### config.mk
export PLATFORM = sky130hd
export DESIGN_NAME = fp_norm_shift_flat
export DESIGN_NICKNAME = d
export VERILOG_FILES = /design/src/rtl/fp_norm_shift_if.sv /design/src/rtl/fp_norm_shift.sv /design/src/flat_wrapper.sv
export SDC_FILE = /design/constraint.sdc
export NUM_CORES = 1
export LEC_CHECK = 0
export ABC_AREA = 0
export CAP_MARGIN = 20
export CORE_MARGIN = 8
export CORE_UTILIZATION = 41
export CTS_BUF_LIST = sky130_fd_sc_hd__clkbuf_16
export CTS_CLUSTER_SIZE = 8
export DETAILED_ROUTE_END_ITERATION = 12
export PLACE_DENSITY = 0.73
export SLEW_MARGIN = 20
export SYNTH_ARGS = -nofsm -noshare
export SYNTH_HDL_FRONTEND = slang
export SYNTH_SLANG_ARGS = --single-unit
### constraint.sdc
create_clock -name clk -period 4.83 [get_ports clk]
set_input_delay 0.483 -clock clk [delete_from_list [all_inputs] [get_ports clk]]
set_output_delay 0.483 -clock clk [all_outputs]
set_load 0.05 [all_outputs]
### src/rtl/fp_norm_shift_if.sv
// ---------------------------------------------------------------------------
// fp_norm_shift_if
// Handshake and data bundle between the FP adder mantissa stage, the
// sequential normalizer and the exponent-adjust stage.
//   in_valid / in_ready   : sum transfer into the normalizer
//   sum                   : raw mantissa result {carry, hidden, fraction}
//   out_valid / out_ready : result transfer out of the normalizer
//   mant                  : normalized fraction, hidden bit stripped
//   adjust                : {subtract flag, shift magnitude[4:0]}
//   zero                  : sum was exactly zero
//   rbit                  : bit dropped by a right shift
// The "slave" modport is the normalizer side.
// The "master" modport is the producer/consumer side.
// ---------------------------------------------------------------------------
interface fp_norm_shift_if #(
    parameter int FRAC_W = 23
);
    logic              in_valid;
    logic              in_ready;
    logic [FRAC_W+1:0] sum;
    logic              out_valid;
    logic              out_ready;
    logic [FRAC_W-1:0] mant;
    logic [5:0]        adjust;
    logic              zero;
    logic              rbit;

    modport master (
        output in_valid, sum, out_ready,
        input  in_ready, out_valid, mant, adjust, zero, rbit
    );

    modport slave (
        input  in_valid, sum, out_ready,
        output in_ready, out_valid, mant, adjust, zero, rbit
    );
endinterface

### src/rtl/fp_norm_shift.sv
// ---------------------------------------------------------------------------
// fp_norm_shift
// Sequential post-add normalizer for the single-precision FP adder.
// A raw FRAC_W+2 bit mantissa sum is normalized with one left shift per cycle.
// A carry-out is handled instead with a single right shift.
// The block reports the normalized fraction and a sign-magnitude exponent
// adjust code. It also reports a zero flag and the bit lost on a right shift.
// Ports:
//   clk  : rising-edge clock
//   rst  : synchronous, active-high reset (aborts any operation in flight)
//   bus  : fp_norm_shift_if.slave (sum in, normalized result out)
// ---------------------------------------------------------------------------
module fp_norm_shift #(
    parameter int FRAC_W = 23
) (
    input  logic                clk,
    input  logic                rst,
    fp_norm_shift_if.slave      bus
);

    localparam int SH_W = FRAC_W + 2;

    typedef enum logic [1:0] {
        IDLE = 2'd0,
        NORM = 2'd1,
        DONE = 2'd2
    } state_t;

    state_t            state_r;
    logic [SH_W-1:0]   shreg_r;
    logic [4:0]        count_r;
    logic [FRAC_W-1:0] mant_r;
    logic [5:0]        adjust_r;
    logic              zero_r;
    logic              rbit_r;

    // Handshake flags decode directly from the registered state.
    assign bus.in_ready  = (state_r == IDLE);
    assign bus.out_valid = (state_r == DONE);
    assign bus.mant      = mant_r;
    assign bus.adjust    = adjust_r;
    assign bus.zero      = zero_r;
    assign bus.rbit      = rbit_r;

    // Control FSM, shift register and registered result fields.
    always_ff @(posedge clk) begin
        if (rst) begin
            state_r  <= IDLE;
            shreg_r  <= {SH_W{1'b0}};
            count_r  <= 5'd0;
            mant_r   <= {FRAC_W{1'b0}};
            adjust_r <= 6'd0;
            zero_r   <= 1'b0;
            rbit_r   <= 1'b0;
        end else begin
            case (state_r)
                IDLE: begin
                    if (bus.in_valid) begin
                        shreg_r <= bus.sum;
                        count_r <= 5'd0;
                        state_r <= NORM;
                    end else begin
                        state_r <= IDLE;
                    end
                end

                NORM: begin
                    // Priority: carry first, then zero, then hidden bit set.
                    // A zero sum must never enter the shift loop, so the zero
                    // test comes before the shift.
                    if (shreg_r[SH_W-1]) begin
                        mant_r   <= shreg_r[FRAC_W:1];
                        rbit_r   <= shreg_r[0];
                        adjust_r <= 6'b000001;
                        zero_r   <= 1'b0;
                        state_r  <= DONE;
                    end else if (shreg_r == {SH_W{1'b0}}) begin
                        mant_r   <= {FRAC_W{1'b0}};
                        rbit_r   <= 1'b0;
                        adjust_r <= 6'd0;
                        zero_r   <= 1'b1;
                        state_r  <= DONE;
                    end else if (shreg_r[FRAC_W]) begin
                        // An input that is already normalized gives adjust 6'b100000.
                        // The downstream stage reads that as -0.
                        mant_r   <= shreg_r[FRAC_W-1:0];
                        rbit_r   <= 1'b0;
                        adjust_r <= {1'b1, count_r};
                        zero_r   <= 1'b0;
                        state_r  <= DONE;
                    end else begin
                        shreg_r  <= {shreg_r[SH_W-2:0], 1'b0};
                        count_r  <= count_r + 5'd1;
                        state_r  <= NORM;
                    end
                end

                DONE: begin
                    // Result fields stay frozen until the consumer takes them.
                    if (bus.out_ready) begin
                        state_r <= IDLE;
                    end else begin
                        state_r <= DONE;
                    end
                end

                default: begin
                    state_r <= IDLE;
                end
            endcase
        end
    end

endmodule

### src/flat_wrapper.sv
// flat-port wrapper written by rule: the top's interface ports become plain ports
module fp_norm_shift_flat 
#(
    parameter int FRAC_W = 23
)
  (clk, rst, bus_in_valid, bus_sum, bus_out_ready, bus_in_ready, bus_out_valid, bus_mant, bus_adjust, bus_zero, bus_rbit);
  fp_norm_shift_if #(.FRAC_W(FRAC_W)) bus_i ();
  input  logic clk;
  input  logic rst;
  input wire logic [$bits(bus_i.in_valid)-1:0] bus_in_valid;
  input wire logic [$bits(bus_i.sum)-1:0] bus_sum;
  input wire logic [$bits(bus_i.out_ready)-1:0] bus_out_ready;
  output wire logic [$bits(bus_i.in_ready)-1:0] bus_in_ready;
  output wire logic [$bits(bus_i.out_valid)-1:0] bus_out_valid;
  output wire logic [$bits(bus_i.mant)-1:0] bus_mant;
  output wire logic [$bits(bus_i.adjust)-1:0] bus_adjust;
  output wire logic [$bits(bus_i.zero)-1:0] bus_zero;
  output wire logic [$bits(bus_i.rbit)-1:0] bus_rbit;
  assign bus_i.in_valid = bus_in_valid;
  assign bus_i.sum = bus_sum;
  assign bus_i.out_ready = bus_out_ready;
  assign bus_in_ready = bus_i.in_ready;
  assign bus_out_valid = bus_i.out_valid;
  assign bus_mant = bus_i.mant;
  assign bus_adjust = bus_i.adjust;
  assign bus_zero = bus_i.zero;
  assign bus_rbit = bus_i.rbit;
  fp_norm_shift #(.FRAC_W(FRAC_W)) u_core (.clk(clk), .rst(rst), .bus(bus_i));
endmodule
==> results of run 1 <==
[sequential cells by signal, summed over array words and instances (netlist names)]
register / flops
u_core.bus.adjust: 6
u_core.bus.mant: 23
u_core.bus.rbit: 1
u_core.bus.zero: 1
u_core.count_r: 5
u_core.shreg_r: 25
u_core.state_r: 2
[through the flow]
step	total power (W)	cell area (um2)	worst slack, ns	hold slack (ns)	utilization
after global routing	0.00156	3670	1.56	0.478	0.546
final	0.00150	3670	1.81	0.450	0.546
after floorplan	0.000823	2800	3.17	0.478	-
after detailed placement	0.000900	3390	1.83	0.443	0.504
after CTS	0.00151	3670	1.83	0.454	0.546
after global placement	0.000894	3390	1.95	0.433	0.504
[cell type report]
class                      instances  area [um2]
clock buffer                       9         225
clock inverter                     6        53.8
fill                             609        3050
inverter                           7        26.3
multi-input combinational        187        1390
sequential                        63        1260
tap                               80         100
timing repair buffer              62         616
[how the worst max path moves through the flow]
| stage | cells past startpoint | end | start |
|---|---|---|---|
| after floorplan | 1 | bus_out_valid | u_core.state_r[1] |
| after global placement | 5 | u_core.count_r[2] | u_core.state_r[0] |
| after detailed placement | 5 | u_core.count_r[2] | u_core.state_r[0] |
| after CTS | 5 | u_core.count_r[2] | u_core.state_r[0] |
| after global routing | 5 | u_core.count_r[2] | u_core.state_r[0] |
| final | 5 | u_core.count_r[2] | u_core.state_r[0] |
[cells by family (layout without fill, tap and decap cells)]
family,count (synthesis),count (layout),share of synthesized area
flops,63,63,0.451
buf+inv,31,84,0.0550
compound gates,119,119,0.354
fa+ha+maj,1,1,0.00447
simple gates,66,66,0.132
mux,1,1,0.00358
[critical path: cells and delay by family, from the launching register on]
kind	cells	cell delay, ns
flip-flops	1	0.51
AND/OR/NAND/NOR	2	1.07
AO/OA/AOI/OAI	3	1.31
[placed cells by master (no fill, tap or decap), drive strengths merged, types with 3 or more instances in the layout]
cell            n
nor2           34
nand2           7
inv             8
o21ai           5
dfxtp          63
a21oi           4
clkinv          3
a22o            5
a22oi          42
a211oi         22
nor3            3
o2bb2ai        20
nand3           4
nor4            6
clkdlybuf4s50  60
clkbuf          9
a32o            3
[metal layers]
layer,wire length (um),track usage,part of all wire
met1,3370,0.181,0.46
met2,3320,0.245,0.45
met3,548,0.0641,0.075
met4,76,0.0579,0.010
met5,0,0,0
[power groups by stage]
stage / combinational (W) / sequential [W] / clock, W
3_3_place_gp: 0.000266 / 0.000628 / 0
5_1_grt: 0.000297 / 0.000626 / 0.000639
4_1_cts: 0.000274 / 0.000619 / 0.000619
3_5_place_dp: 0.000271 / 0.000629 / 0
6_report: 0.000272 / 0.000620 / 0.000604
2_1_floorplan: 0.000185 / 0.000638 / 0
==> impl_metrics.csv, run 1 <==
group,metric,value,unit
run_status,outcome,"finished clean",
die,die-area,9730,um2
sta,final_max_slew_viol_count,0,
synthesis,ys.flop_type,"dfxtp_1",
global_route,grt_pass1_vias,2414,
synthesis,netlist_area,2800,um2
clock_network,numClockSinks,63,
layout,fin_cells,414,
worst_setup_path,worst_r2r_endpoint,"u_core.count_r[2]",
clock_network,root_buffer,"clkbuf_16",
placement,portBuffers,61,
detailed_routing,drt-pass1-iter-count,4,
worst_setup_path,worstPathMaxFanout,50,
min_path,hold_start,"u_core.bus.adjust[5]",
worst_setup_path,critical_path_arrival,3.23,ns
placement,dp.cells,399,
global_route,grt_usage,0.154,
min_path,min_to,"u_core.bus.adjust[5]",
worst_setup_path,rr_worst_depth,5,
global_route,grt.overflow.total,0,
detailed_routing,dr_total_vias,2437,
detailed_routing,ant_nets,0,
synthesis,synth_top_area_frac,0.451,
synthesis,postSynthAreaPerCell,9.96,um2
die,io_pins,62,
worst_setup_path,cp.required,5.04,ns
clock_network,cts_resized,0,
worst_setup_path,critPathKind,"reg -> reg",
detailed_routing,wl,7320,um
sta,skew,0.00705,ns
sta,rsz0062_at_grt,"no",
worst_setup_path,cp_slowest_stage_delay,0.86,ns
clock_network,h-tree-depth,3,
sta,setup_viol,0,
sta,worst_pin_slew,0.879,ns
die,core_area,6720,um2
placement,routabilityCongestion,0.860,
power,internal-power,0.00106,W
power,p_sw_frac,0.292,
layout,n_antenna_cell,0,
worst_setup_path,r2r-start,"u_core.state_r[0]",
flow_run,drv_cap,0,
worst_setup_path,cpMaxStageDelayCell,"o22a_2",
power,p_per_area,408,nW/um2
global_route,grt_max_degree,58,
min_path,hold_depth,1,
power,total_leakage_power,1.23,nW
layout,fin_nets,360,
worst_setup_path,end_kind,"flop",
detailed_routing,routed_via_density,5.89,
synthesis,ys_seq_area_frac,0.451,
detailed_routing,drc,0,
min_path,worst_hold_path_type,"reg -> reg",
global_route,antenna_found_initial,0,
detailed_routing,drtIter0Drc,171,
synthesis,yosys.cell_types.count,51,
clock_network,clk_latency,0.32,ns
sta,hold_violations,0,
sta,fin_tns_setup,0,ns
power,clockPowerShare,0.404,
power,worst_ir_drop_vdd,0.000207,V
synthesis,synth_nets,311,
clock_network,cts_buffers,9,
die,start_util,0.417,
synthesis,synthTopCellsByArea,"dfxtp_1 (45%), a22oi_1 (11%), o2bb2ai_1 (6.3%)",
synthesis,yosysWarnings,0,
power,pwr-share-comb,0.182,
sta,timing.fmax,331,MHz
clock_network,postCtsSetupRepairBufs,0,
synthesis,ys_async_sr_fraction,0,
synthesis,yosys-top-cells-count,"dfxtp_1 (63), a22oi_1 (42), nor2_1 (32)",
synthesis,synth_cells,281,
synthesis,synth_edf_count,0,
sta,slew_headroom,0.412,
die,placementRows,30,
synthesis,synth_top_area_cell,"dfxtp_1",
worst_setup_path,worstSetupStartpointType,"flop",
die,die_x,98.6,um
layout,drive_gt1_frac,0.105,
sta,period_share,0.625,
power,p_switching,0.000436,W
clock_network,cts.clk_slew.worst_paths,0.05,ns
die,die_h,98.6,um
sta,finalCriticalPeriod,3.02,ns
clock_network,tritoncts,"done",
synthesis,synth.most_common_cell,"dfxtp_1",
detailed_routing,routedWlPerCell,17.7,um
worst_setup_path,r2r_slack,1.81,ns
placement,hpwl,4780,um
synthesis,synth-seq-cells,63,
power,seqPwrFrac,0.414,
global_route,grt_pass1_wl,12200,um
worst_setup_path,path_cells,"nand2b_1 > nor3_4 > o22a_2 > o21ai_1 > a32o_1",
clock_network,ctsHoldBuffers,0,
layout,synthToLayoutAreaGrowth,31.2,%
clock_network,cts_buffer_depth,2,
No activity file was read; power rests on OpenSTA's default activity.
==> run 2, diff against run 1 <==
==> constraint.sdc (replaced) <==
create_clock -name clk -period 2.9 [get_ports clk]
set_input_delay 0.29 -clock clk [delete_from_list [all_inputs] [get_ports clk]]
set_output_delay 0.29 -clock clk [all_outputs]
set_load 0.05 [all_outputs]
==> impl_metrics.csv, run 2 (same netlist as run 1, synthesis figures left out) <==
group,metric,value,unit
global_route,grt_max_degree,38,
clock_network,numClockSinks,63,
sta,setup_viol,0,
layout,n_antenna_cell,0,
layout,largest_reg_flops,25,
layout,final_common_cell,"dfxtp_1",
worst_setup_path,cp.required,3.14,ns
clock_network,cts_buffer_depth,2,
sta,final_max_slew_viol_count,0,
die,die_h,98.6,um
global_route,grt_pass1_wl,12600,um
die,die_x,98.6,um
global_route,grt.overflow.total,0,
sta,timing.fmax,446,MHz
die,start_util,0.417,
worst_setup_path,worstSetupStartpointType,"flop",
layout,synthToLayoutAreaGrowth,33.3,%
clock_network,cts_resized,0,
layout,layout_common_cells,"dfxtp_1 (63), clkdlybuf4s50_1 (60), a22oi_1 (42)",
clock_network,postCtsSetupRepairBufs,0,
clock_network,root_buffer,"clkbuf_16",
die,core_area,6720,um2
detailed_routing,ant_nets,0,
worst_setup_path,rr_worst_depth,6,
flow_run,drv_cap,0,
power,power,0.00252,W
global_route,antenna_found_initial,0,
worst_setup_path,worstPathMaxFanout,23,
worst_setup_path,critical_path_arrival,2.48,ns
detailed_routing,wl,7570,um
worst_setup_path,critPathKind,"reg -> reg",
sta,skew,0.00713,ns
detailed_routing,dr_total_vias,2511,
detailed_routing,routedWlPerCell,17.9,um
placement,hpwl,5120,um
power,total_leakage_power,1.28,nW
sta,rsz0062_at_grt,"no",
clock_network,ctsHoldBuffers,0,
sta,slew_headroom,0.434,
detailed_routing,drtIter0Drc,189,
sta,finalCriticalPeriod,2.24,ns
sta,fin_tns_setup,0,ns
clock_network,cts.clk_slew.worst_paths,0.05,ns
layout,fin_cells,423,
detailed_routing,drc,0,
sta,holdWs,0.410,ns
layout,fin_nets,368,
clock_network,cts_buffers,9,
sta,period_share,0.774,
worst_setup_path,end_kind,"flop",
placement,dp.cells,407,
min_path,hold_depth,2,
sta,worst_pin_slew,0.842,ns
placement,portBuffers,61,
detailed_routing,routed_via_density,5.94,
clock_network,clk_latency,0.32,ns
placement,routabilityCongestion,0.835,
layout,largest_register,"u_core.shreg_r",
die,placementRows,30,
power,worst_ir_drop_vdd,0.000376,V
clock_network,h-tree-depth,3,
die,die-area,9730,um2
sta,hold_violations,0,
min_path,worst_hold_path_type,"in -> reg",
die,io_pins,62,
global_route,grt_pass1_vias,2513,
layout,drive_gt1_frac,0.128,
clock_network,tritoncts,"done",
global_route,grt_usage,0.160,
run_status,outcome,"finished clean",
detailed_routing,drt-pass1-iter-count,4,
power,p_per_area,675,nW/um2
run 2: worst paths after layout:
check	from	end	slack, ns
worst max-delay path	u_core.state_r[0]	u_core.count_r[3]	0.66
worst min-delay path	rst	u_core.bus.mant[4]	0.41
worst max register to register	u_core.state_r[0]	u_core.count_r[3]	0.66
worst min register to register	u_core.bus.adjust[5]	u_core.bus.adjust[5]	0.45
run 2: where the power goes:
| part | internal, W | switching (W) | total [W] |
|---|---|---|---|
| registers | 0.000936 | 0.0000966 | 0.00103 |
| clock network | 0.000650 | 0.000360 | 0.00101 |
| logic | 0.000194 | 0.000281 | 0.000475 |
run 2: critical path, cell delays in order (launching register included):
cell,delay (ns)
dfxtp_1,0.55
nand2b_1,0.33
nor3_4,0.22
buf_4,0.31
a21boi_2,0.32
a41oi_1,0.17
a311oi_2,0.25
run 2: layer usage:
layer | vias to the layer above | wire length [um] | track usage
met5 | - | 0 | 0
met4 | 0 | 89 | 0.0850
met3 | 12 | 505 | 0.0472
met2 | 102 | 3610 | 0.249
met1 | 1182 | 3370 | 0.195
li1 | 1215 | - | -
run 2: layout make-up:
| type | instances | area [um2] |
|---|---|---|
| fill | 601 | 2990 |
| multi-input combinational | 187 | 1390 |
| sequential | 63 | 1260 |
| timing repair buffer | 70 | 673 |
| clock buffer | 9 | 225 |
| tap | 80 | 100 |
| clock inverter | 7 | 56.3 |
| inverter | 7 | 26.3 |
run 2: stage by stage:
stage	util	setup WS (ns)	cell area, um2
3_5_place_dp	0.513	0.557	3450
5_1_grt	0.555	0.454	3730
3_3_place_gp	0.513	0.635	3450
2_1_floorplan	-	1.30	2800
4_1_cts	0.555	0.678	3730
6_report	0.555	0.656	3730
